### src/rtl/multicycle_ctrl_pkg.sv
// Shared constants for the multicycle MIPS-subset sequencer: opcodes, functs,
// ALU codes, operand-select encodings, trap codes and the FSM state type.
package multicycle_ctrl_pkg;

    localparam logic [5:0] OP_RTYPE = 6'b000000;
    localparam logic [5:0] OP_ADDI  = 6'b001000;
    localparam logic [5:0] OP_LW    = 6'b100011;
    localparam logic [5:0] OP_SW    = 6'b101011;

    localparam logic [5:0] FN_ADD = 6'b100000;
    localparam logic [5:0] FN_SUB = 6'b100010;
    localparam logic [5:0] FN_AND = 6'b100100;
    localparam logic [5:0] FN_OR  = 6'b100101;
    localparam logic [5:0] FN_XOR = 6'b100110;
    localparam logic [5:0] FN_NOR = 6'b100111;

    localparam logic [5:0] ALU_ADD = FN_ADD;

    localparam logic [1:0] SRCB_REG  = 2'b00;
    localparam logic [1:0] SRCB_FOUR = 2'b01;
    localparam logic [1:0] SRCB_IMM  = 2'b10;

    localparam logic [1:0] DATA_WORD = 2'b11;

    localparam logic [1:0] TRAP_NONE    = 2'b00;
    localparam logic [1:0] TRAP_OPCODE  = 2'b01;
    localparam logic [1:0] TRAP_FUNCT   = 2'b10;
    localparam logic [1:0] TRAP_TIMEOUT = 2'b11;

    typedef enum logic [2:0] {
        S_FETCH,
        S_DECODE,
        S_EXEC,
        S_MEM,
        S_WB,
        S_IDLE,
        S_TRAP
    } state_t;

    function automatic logic legal_opcode(input logic [5:0] op);
        return (op == OP_RTYPE) || (op == OP_ADDI) || (op == OP_LW) || (op == OP_SW);
    endfunction

    function automatic logic legal_funct(input logic [5:0] fn);
        return (fn == FN_ADD) || (fn == FN_SUB) || (fn == FN_AND) ||
               (fn == FN_OR)  || (fn == FN_XOR) || (fn == FN_NOR);
    endfunction

endpackage

### src/rtl/multicycle_ctrl_if.sv
// Unified memory port between the sequencer (master) and memory (slave).
interface multicycle_ctrl_if;
    logic       mem_read;
    logic       mem_write;
    logic       iord;
    logic [1:0] data_size;
    logic       mem_ready;

    modport master (
        output mem_read, mem_write, iord, data_size,
        input  mem_ready
    );

    modport slave (
        input  mem_read, mem_write, iord, data_size,
        output mem_ready
    );
endinterface

### src/rtl/multicycle_ctrl_mem_wait_timer.sv
// Counts cycles a memory request waits for ready; expired flags the final
// permitted cycle so the caller can still honour a ready arriving on it.
module mem_wait_timer #(
    parameter int unsigned LIMIT = 16
) (
    input  logic clk,
    input  logic rst_n,
    input  logic clear,
    input  logic enable,
    output logic expired
);
    localparam int unsigned W = (LIMIT > 1) ? $clog2(LIMIT) : 1;

    logic [W-1:0] count;

    always_ff @(posedge clk or negedge rst_n) begin
        if (!rst_n) begin
            count <= '0;
        end else if (clear) begin
            count <= '0;
        end else if (enable && !expired) begin
            count <= count + 1'b1;
        end
    end

    assign expired = (count == W'(LIMIT - 1));
endmodule

### src/rtl/multicycle_ctrl.sv
// Multicycle FETCH/DECODE/EXEC/MEM/WB sequencer with memory-ready stalls,
// halt at instruction boundaries and sticky traps.
module multicycle_ctrl
    import multicycle_ctrl_pkg::*;
#(
    parameter int unsigned MEM_TIMEOUT = 16,
    parameter int unsigned CNT_W       = 32
) (
    input  logic             clk,
    input  logic             rst_n,
    input  logic [5:0]       opcode,
    input  logic [5:0]       funct,
    input  logic             halt_req,
    multicycle_ctrl_if.master bus,
    output logic             pc_write,
    output logic             ir_write,
    output logic             alu_src_a,
    output logic [1:0]       alu_src_b,
    output logic [5:0]       alu_func,
    output logic             reg_dst,
    output logic             mem_to_reg,
    output logic             reg_write,
    output logic             instr_done,
    output logic [CNT_W-1:0] retired,
    output logic             halted,
    output logic             trap,
    output logic [1:0]       trap_code
);
    state_t     state, state_nxt;
    logic [1:0] trap_code_nxt;
    logic       waiting, expired, retire;
    logic       is_r, is_lw, is_sw;

    assign is_r  = (opcode == OP_RTYPE);
    assign is_lw = (opcode == OP_LW);
    assign is_sw = (opcode == OP_SW);

    assign waiting = (state == S_FETCH) || (state == S_MEM);
    assign retire  = (state == S_WB) || ((state == S_MEM) && is_sw && bus.mem_ready);

    mem_wait_timer #(.LIMIT(MEM_TIMEOUT)) u_timer (
        .clk     (clk),
        .rst_n   (rst_n),
        .clear   (!waiting || bus.mem_ready),
        .enable  (waiting && !bus.mem_ready),
        .expired (expired)
    );

    always_ff @(posedge clk or negedge rst_n) begin
        if (!rst_n) begin
            state     <= S_FETCH;
            trap_code <= TRAP_NONE;
            retired   <= '0;
        end else begin
            state     <= state_nxt;
            trap_code <= trap_code_nxt;
            if (retire) begin
                retired <= retired + CNT_W'(1);
            end
        end
    end

    always_comb begin
        state_nxt     = state;
        trap_code_nxt = trap_code;
        unique case (state)
            S_FETCH: begin
                if (bus.mem_ready) begin
                    state_nxt = S_DECODE;
                end else if (expired) begin
                    state_nxt     = S_TRAP;
                    trap_code_nxt = TRAP_TIMEOUT;
                end
            end
            S_DECODE: begin
                if (!legal_opcode(opcode)) begin
                    state_nxt     = S_TRAP;
                    trap_code_nxt = TRAP_OPCODE;
                end else if (is_r && !legal_funct(funct)) begin
                    state_nxt     = S_TRAP;
                    trap_code_nxt = TRAP_FUNCT;
                end else begin
                    state_nxt = S_EXEC;
                end
            end
            S_EXEC:  state_nxt = (is_lw || is_sw) ? S_MEM : S_WB;
            S_MEM: begin
                if (bus.mem_ready) begin
                    if (is_sw) state_nxt = halt_req ? S_IDLE : S_FETCH;
                    else       state_nxt = S_WB;
                end else if (expired) begin
                    state_nxt     = S_TRAP;
                    trap_code_nxt = TRAP_TIMEOUT;
                end
            end
            S_WB:    state_nxt = halt_req ? S_IDLE : S_FETCH;
            S_IDLE:  if (!halt_req) state_nxt = S_FETCH;
            S_TRAP:  state_nxt = S_TRAP;
            default: state_nxt = S_FETCH;
        endcase
    end

    // Strobes are also forced idle while rst_n is low so an aborted request
    // drops immediately rather than showing FETCH's read during reset.
    always_comb begin
        pc_write       = 1'b0;
        ir_write       = 1'b0;
        bus.iord       = 1'b0;
        alu_src_a      = 1'b0;
        alu_src_b      = SRCB_REG;
        alu_func       = ALU_ADD;
        reg_dst        = 1'b0;
        mem_to_reg     = 1'b0;
        reg_write      = 1'b0;
        bus.mem_read   = 1'b0;
        bus.mem_write  = 1'b0;
        bus.data_size  = DATA_WORD;
        instr_done     = 1'b0;
        if (rst_n) begin
            instr_done = retire;
            unique case (state)
                S_FETCH: begin
                    bus.mem_read = 1'b1;
                    if (bus.mem_ready) begin
                        ir_write  = 1'b1;
                        pc_write  = 1'b1;
                        alu_src_b = SRCB_FOUR;
                    end
                end
                S_EXEC: begin
                    alu_src_a = 1'b1;
                    if (is_r) begin
                        alu_src_b = SRCB_REG;
                        alu_func  = funct;
                    end else begin
                        alu_src_b = SRCB_IMM;
                    end
                end
                S_MEM: begin
                    bus.iord      = 1'b1;
                    bus.mem_read  = is_lw;
                    bus.mem_write = is_sw;
                end
                S_WB: begin
                    reg_write  = 1'b1;
                    reg_dst    = is_r;
                    mem_to_reg = is_lw;
                end
                default: ;
            endcase
        end
    end

    assign halted = (state == S_IDLE);
    assign trap   = (state == S_TRAP);
endmodule

### src/flat_wrapper.sv
// flat-port wrapper written by rule: the top's interface ports become plain ports
module multicycle_ctrl_flat import multicycle_ctrl_pkg::*;
#(
    parameter int unsigned MEM_TIMEOUT = 16,
    parameter int unsigned CNT_W       = 32
)
  (clk, rst_n, opcode, funct, halt_req, pc_write, ir_write, alu_src_a, alu_src_b, alu_func, reg_dst, mem_to_reg, reg_write, instr_done, retired, halted, trap, trap_code, bus_mem_read, bus_mem_write, bus_iord, bus_data_size, bus_mem_ready);
  multicycle_ctrl_if bus_i ();
  input  logic clk;
  input  logic rst_n;
  input  logic [5:0] opcode;
  input  logic [5:0] funct;
  input  logic halt_req;
  output logic pc_write;
  output logic ir_write;
  output logic alu_src_a;
  output logic [1:0] alu_src_b;
  output logic [5:0] alu_func;
  output logic reg_dst;
  output logic mem_to_reg;
  output logic reg_write;
  output logic instr_done;
  output logic [CNT_W-1:0] retired;
  output logic halted;
  output logic trap;
  output logic [1:0] trap_code;
  output wire logic [$bits(bus_i.mem_read)-1:0] bus_mem_read;
  output wire logic [$bits(bus_i.mem_write)-1:0] bus_mem_write;
  output wire logic [$bits(bus_i.iord)-1:0] bus_iord;
  output wire logic [$bits(bus_i.data_size)-1:0] bus_data_size;
  input wire logic [$bits(bus_i.mem_ready)-1:0] bus_mem_ready;
  assign bus_mem_read = bus_i.mem_read;
  assign bus_mem_write = bus_i.mem_write;
  assign bus_iord = bus_i.iord;
  assign bus_data_size = bus_i.data_size;
  assign bus_i.mem_ready = bus_mem_ready;
  multicycle_ctrl #(.MEM_TIMEOUT(MEM_TIMEOUT), .CNT_W(CNT_W)) u_core (.clk(clk), .rst_n(rst_n), .opcode(opcode), .funct(funct), .halt_req(halt_req), .bus(bus_i), .pc_write(pc_write), .ir_write(ir_write), .alu_src_a(alu_src_a), .alu_src_b(alu_src_b), .alu_func(alu_func), .reg_dst(reg_dst), .mem_to_reg(mem_to_reg), .reg_write(reg_write), .instr_done(instr_done), .retired(retired), .halted(halted), .trap(trap), .trap_code(trap_code));
endmodule
### config.mk
export PLATFORM = sky130hd
export DESIGN_NAME = multicycle_ctrl_flat
export DESIGN_NICKNAME = d
export VERILOG_FILES = /design/src/rtl/multicycle_ctrl_pkg.sv /design/src/rtl/multicycle_ctrl_if.sv /design/src/rtl/multicycle_ctrl_mem_wait_timer.sv /design/src/rtl/multicycle_ctrl.sv /design/src/flat_wrapper.sv
export SDC_FILE = /design/constraint.sdc
export NUM_CORES = 1
export LEC_CHECK = 0
export ABC_CLOCK_PERIOD_IN_PS = 4100
export CORE_ASPECT_RATIO = 0.75
export CORE_MARGIN = 3
export CORE_UTILIZATION = 30
export CTS_BUF_LIST = sky130_fd_sc_hd__clkbuf_8
export CTS_CLUSTER_SIZE = 16
export DETAILED_ROUTE_END_ITERATION = 16
export MAX_ROUTING_LAYER = met4
export SLEW_MARGIN = 30
export SYNTH_ARGS = -nofsm -noshare
export SYNTH_HDL_FRONTEND = slang
export SYNTH_SLANG_ARGS = --single-unit
### constraint.sdc
create_clock -name clk -period 4.1 [get_ports clk]
set_clock_uncertainty 0.2 [all_clocks]
set_input_delay 0.41 -clock clk [delete_from_list [all_inputs] [get_ports clk]]
set_output_delay 0.41 -clock clk [all_outputs]
set_load 0.02 [all_outputs]
======== Word-level counts from Yosys, hierarchy flattened ========
Index checks and enable logic that the tools add are counted.
operators by class
  add/sub/neg operators ................... 2
  equal/unequal tests ..................... 20
  reduce and logical (&&, ||, !) cells .... 27
  muxes and demuxes ....................... 42
operators by type and width
  operator                                       number
  == test 6 bit, second input constant           8
  adder 32 x 1 -> 32 bit, second input constant  1
  two-way mux 3 bit                              9
  one-hot mux 3 bit (7 select lines)             1
  two-way mux 1 bit                              18
  two-way mux 6 bit                              3
  logical OR 1 bit                               12
  two-way mux 2 bit                              6
  == test 3 bit, second input constant           3
  two-way mux 4 bit                              2
  one-hot mux 2 bit (2 select lines)             2
  == test 3 x 2 -> 1 bit, second input constant  2
  == test 6 x 4 -> 1 bit, second input constant  1
  zero test 6 bit                                1
  logical AND 1 bit                              5
  adder 4 x 1 -> 4 bit, second input constant    1
  == test 4 bit, second input constant           1
  zero test 1 bit                                4
  != test 2 bit, second input constant           2
  AND reduction 4 bit                            1
  nonzero test 2 bit                             2
  == test 3 x 1 -> 1 bit, second input constant  1
  zero test 3 bit                                1
  != test 3 bit, second input constant           1
  other kinds (3)                                3
storage, ports and cells
  word-level logic and storage cells ...... 95
  bits in registers ....................... 41
  input port bits ......................... 16

======== Logic depth before layout (Yosys ltp) ========
  depth after elaboration ................. 11
  gate-level depth with buffers ........... 7
  mapped depth without buffers ............ 6

======== By module ========
Synthesis repeated with hierarchy kept, for this count alone.
unflattened totals
  cells, all modules ...................... 234
  area total of the unflattened synthesis .. 2292.2 µm²
modules (own cells, without submodules)
  module           area an instance (µm²)  times used  cells each
  multicycle_ctrl  2063.2                  1           214
  mem_wait_timer   229.0                   1           20

======== Worst setup path before layout ========
Ideal clock, no wire load.
  path kind ............................... register -> output
  start point ............................. reg u_core.state[0]
  end point ............................... out pc_write
  arrival ................................. 1.750 ns
  slack ................................... 1.740 ns
  data required time ...................... 3.490 ns
  path buffers ............................ 2
  stages on the path, launching flop included .. 5
  path through ............................ dfrtp_1 -> clkbuf_1 -> or3_1 -> nor3_1 -> buf_4
on the way
  cells in the longest elaborated chain, start to end .. 3
RTL lines
  what                            line                   source
  from (decl)                     multicycle_ctrl.sv:29  state_t state, state_nxt;
  from (signal assigned)          multicycle_ctrl.sv:55  state <= state_nxt;
  zero test 3 bit                 n/a
  two-way mux 1 bit (2 in a row)  n/a
  to (decl)                       flat_wrapper.sv:14     output logic pc_write;
No other way between the ends.

======== Worst setup path after layout ========
  start point ............................. in bus_mem_ready
  end point ............................... out instr_done
on the way
  cells in the longest elaborated chain, start to end .. 3
RTL lines
  what               line                    source
  from (decl)        flat_wrapper.sv:31      input wire logic [$bits(bus_i.mem_ready)-1:0] bus_mem_ready;
  logical AND 1 bit  multicycle_ctrl.sv:39   assign retire = (state == S_WB) || ((state == S_MEM) && is_sw && bus.mem_ready);
  logical OR 1 bit   multicycle_ctrl.sv:39
  two-way mux 1 bit  multicycle_ctrl.sv:119  if (rst_n) begin
  to (decl)          flat_wrapper.sv:22      output logic instr_done;
No other way between the ends.

==> out/results.ini <==
[drt]
drc = 0
vias_per_cell = 4.70
wl_per_cell_um = 13.4
drt-total-wl_mm = 5.40
drtIter0Drc = 86
vias = 1899
first_pass_iters = 4
ant_nets = 0

[clock_tree]
cts_tree = done
ctsHoldBuffers = 0
ctsResizeCount = 0
cts_sinks = 41
cts.clk_slew.worst_paths_ps = 80
clock_path_buffers = 2
numCtsBuffers = 5
htree_levels = 2
root_buffer = clkbuf_8
postCtsSetupRepairBufs = 0
insertion_delay_ps = 290

[cells_and_area]
drive_gt1_share_pct = 6.54
n_fill_cell = 705
antenna_cells = 0
multi_input_area_um2 = 1150
register_area_um2 = 1030
post-route-util_pct = 44.7
fin_nets = 323
area_delta_synth_final_pct = 39.2

[sta]
setup_viol = 0
hold_slack_ps = 50.4
relSlewSlack_pct = 65.8
hold_viol = 0
min_period_ps = 3200
fmax_mhz = 313
rsz0062_at_grt = false
tns_ps = 0
period_share_pct = 77.9
drv_slew = 0
worst_pin_slew_ps = 512

[pwr]
power_leakage_nw = 1.34
cellPowerDensity_nw_per_um2 = 427
peakVddDrop_uv = 284
power_mw = 1.35

[critical_path]
rr_worst_depth = 5
cp-end-kind = primary output
cp_slowest_stage_delay_ps = 620
path_buf_inv = 4
crit_chain = clkdlybuf4s50_1 > inv_2 > nor4_2 > nor2_1 > buf_4 > nor2_1 > clkdlybuf4s50_1
critical_path.top_delay_family = buffers and inverters
crit_type = in -> out
r2r_slack_ps = 1700
r2r-start = u_core.state[2]
worst_ep_arrival_time_ps = 2590
cp.required_ps = 3490
worstPathMaxFanout = 15
reg2reg_to = u_core.retired[24]
start_kind = input port
slowest_stage = clkdlybuf4s50_1

[die]
io_pins = 72
die_y_um = 81.3
die_w_um = 106
dieArea_um2 = 8640
start_util_pct = 32.1
rows = 26
coreArea_um2 = 7060

[global_routing]
grt_start_max_net_pins = 42
antenna_found_initial = 0
grt_pass1_vias = 1817
grt_pass1_wl_mm = 8.95
track_usage_pct = 13.3
globalRouteOverflowTotal = 0

[synth]
async_flop_share_pct = 100
yosys.area.top_type = dfrtp_1
ys_seq_area_share_pct = 45.3
ys_warn_count = 0
syn_avg_cell_area_um2 = 9.60
synth-edff-count = 0
yosysMostFrequentCell = dfrtp_1
synth.distinct_cells = 52
synthTopCellsByArea = dfrtp_1, xor2_1, xnor2_1
yosysTopAreaCellShare_pct = 45.3
ys.flop_type = dfrtp_1
synth_area_um2 = 2270
syn_inst = 236
synth_common_cells = dfrtp_1, nor2_1, nand2_1, xor2_1
ys_seq_elements = 41

[place]
port_buffers = 69
gp_congestion = 0.739
dpl.hpwl_mm = 4.13

[hold_path]
hold_path.class = in -> async

[run_status]
outcome = finished, final reports clean

[flow_run]
maxCapViolCount = 0

==> layout make-up <==
class                   count  area share, %
multi-input cells         177           36.5
flip-flops and latches     41           32.5
repair buffers             71           22.2
well taps                  98           3.89
clock buffers               6           2.62
clock inverters             2           1.19
inverters                   9           1.07
==> cell families after synthesis <==
group / after synthesis / synth area share, %
and+or+nand+nor: 110 / 27.0
DFF: 41 / 45.3
xor gates and xnor gates: 33 / 12.8
AOI/OAI and AO/OA: 28 / 8.67
buffers and inverters: 19 / 4.09
adders and majority gates: 2 / 1.10
muxes: 2 / 0.939
other: 1 / 0.165
==> worst max-delay path by stage <==
| stage | from | end | slack [ps] | cells past startpoint |
|---|---|---|---|---|
| after detailed placement | opcode[3] | instr_done | 900 | 7 |
| after global routing | opcode[0] | instr_done | 810 | 7 |
| after global placement | opcode[3] | instr_done | 980 | 7 |
| after floorplan | u_core.state[0] | pc_write | 1740 | 4 |
| after CTS | opcode[3] | instr_done | 900 | 7 |
| final | bus_mem_ready | instr_done | 900 | 7 |
==> metrics by stage <==
stage	worst slack [ps]	area [um2]	std cells
6_report	905	3150	404
5_1_grt	809	3150	404
4_1_cts	896	3150	404
3_5_place_dp	897	3030	396
3_3_place_gp	983	3030	396
2_1_floorplan	1740	2270	237
==> layout by cell type (no fill, tap or decap), types with 2 or more instances in the layout <==
| master | n |
|---|---|
| clkdlybuf4s50_1 | 68 |
| dfrtp_1 | 41 |
| nor2_1 | 22 |
| nand2_1 | 18 |
| xor2_1 | 18 |
| nor3_1 | 15 |
| xnor2_1 | 15 |
| and2_1 | 8 |
| inv_1 | 8 |
| nand4_1 | 7 |
| o21ai_0 | 7 |
| or3_1 | 6 |
| a21oi_1 | 6 |
| nand3_1 | 6 |
| clkbuf_8 | 6 |
| nor2b_1 | 3 |
| nor4b_1 | 3 |
| and3_1 | 3 |
| nor3b_1 | 3 |
| nand3b_1 | 2 |
| a21boi_0 | 2 |
| or4_4 | 2 |
| nand2b_1 | 2 |
| and4_1 | 2 |
| ha_1 | 2 |
| conb_1 | 2 |
| buf_4 | 2 |
==> flip-flops by register name (all words and copies together) (netlist names) <==
register / cells
u_core.retired: 32
u_core.state: 3
u_core.u_timer.count: 4
u_core.trap_code: 2
==> power by group <==
part / internal, mW / switching, mW
clock network: 0.198 / 0.143
registers: 0.456 / 0.0856
logic: 0.215 / 0.249
==> routing by layer <==
layer,global-route usage (%),wire (um)
met5,-,0
met3,3.81,400
met4,3.10,45
met1,19.3,2880
met2,18.0,2070
No activity file was read; power rests on OpenSTA's default activity.
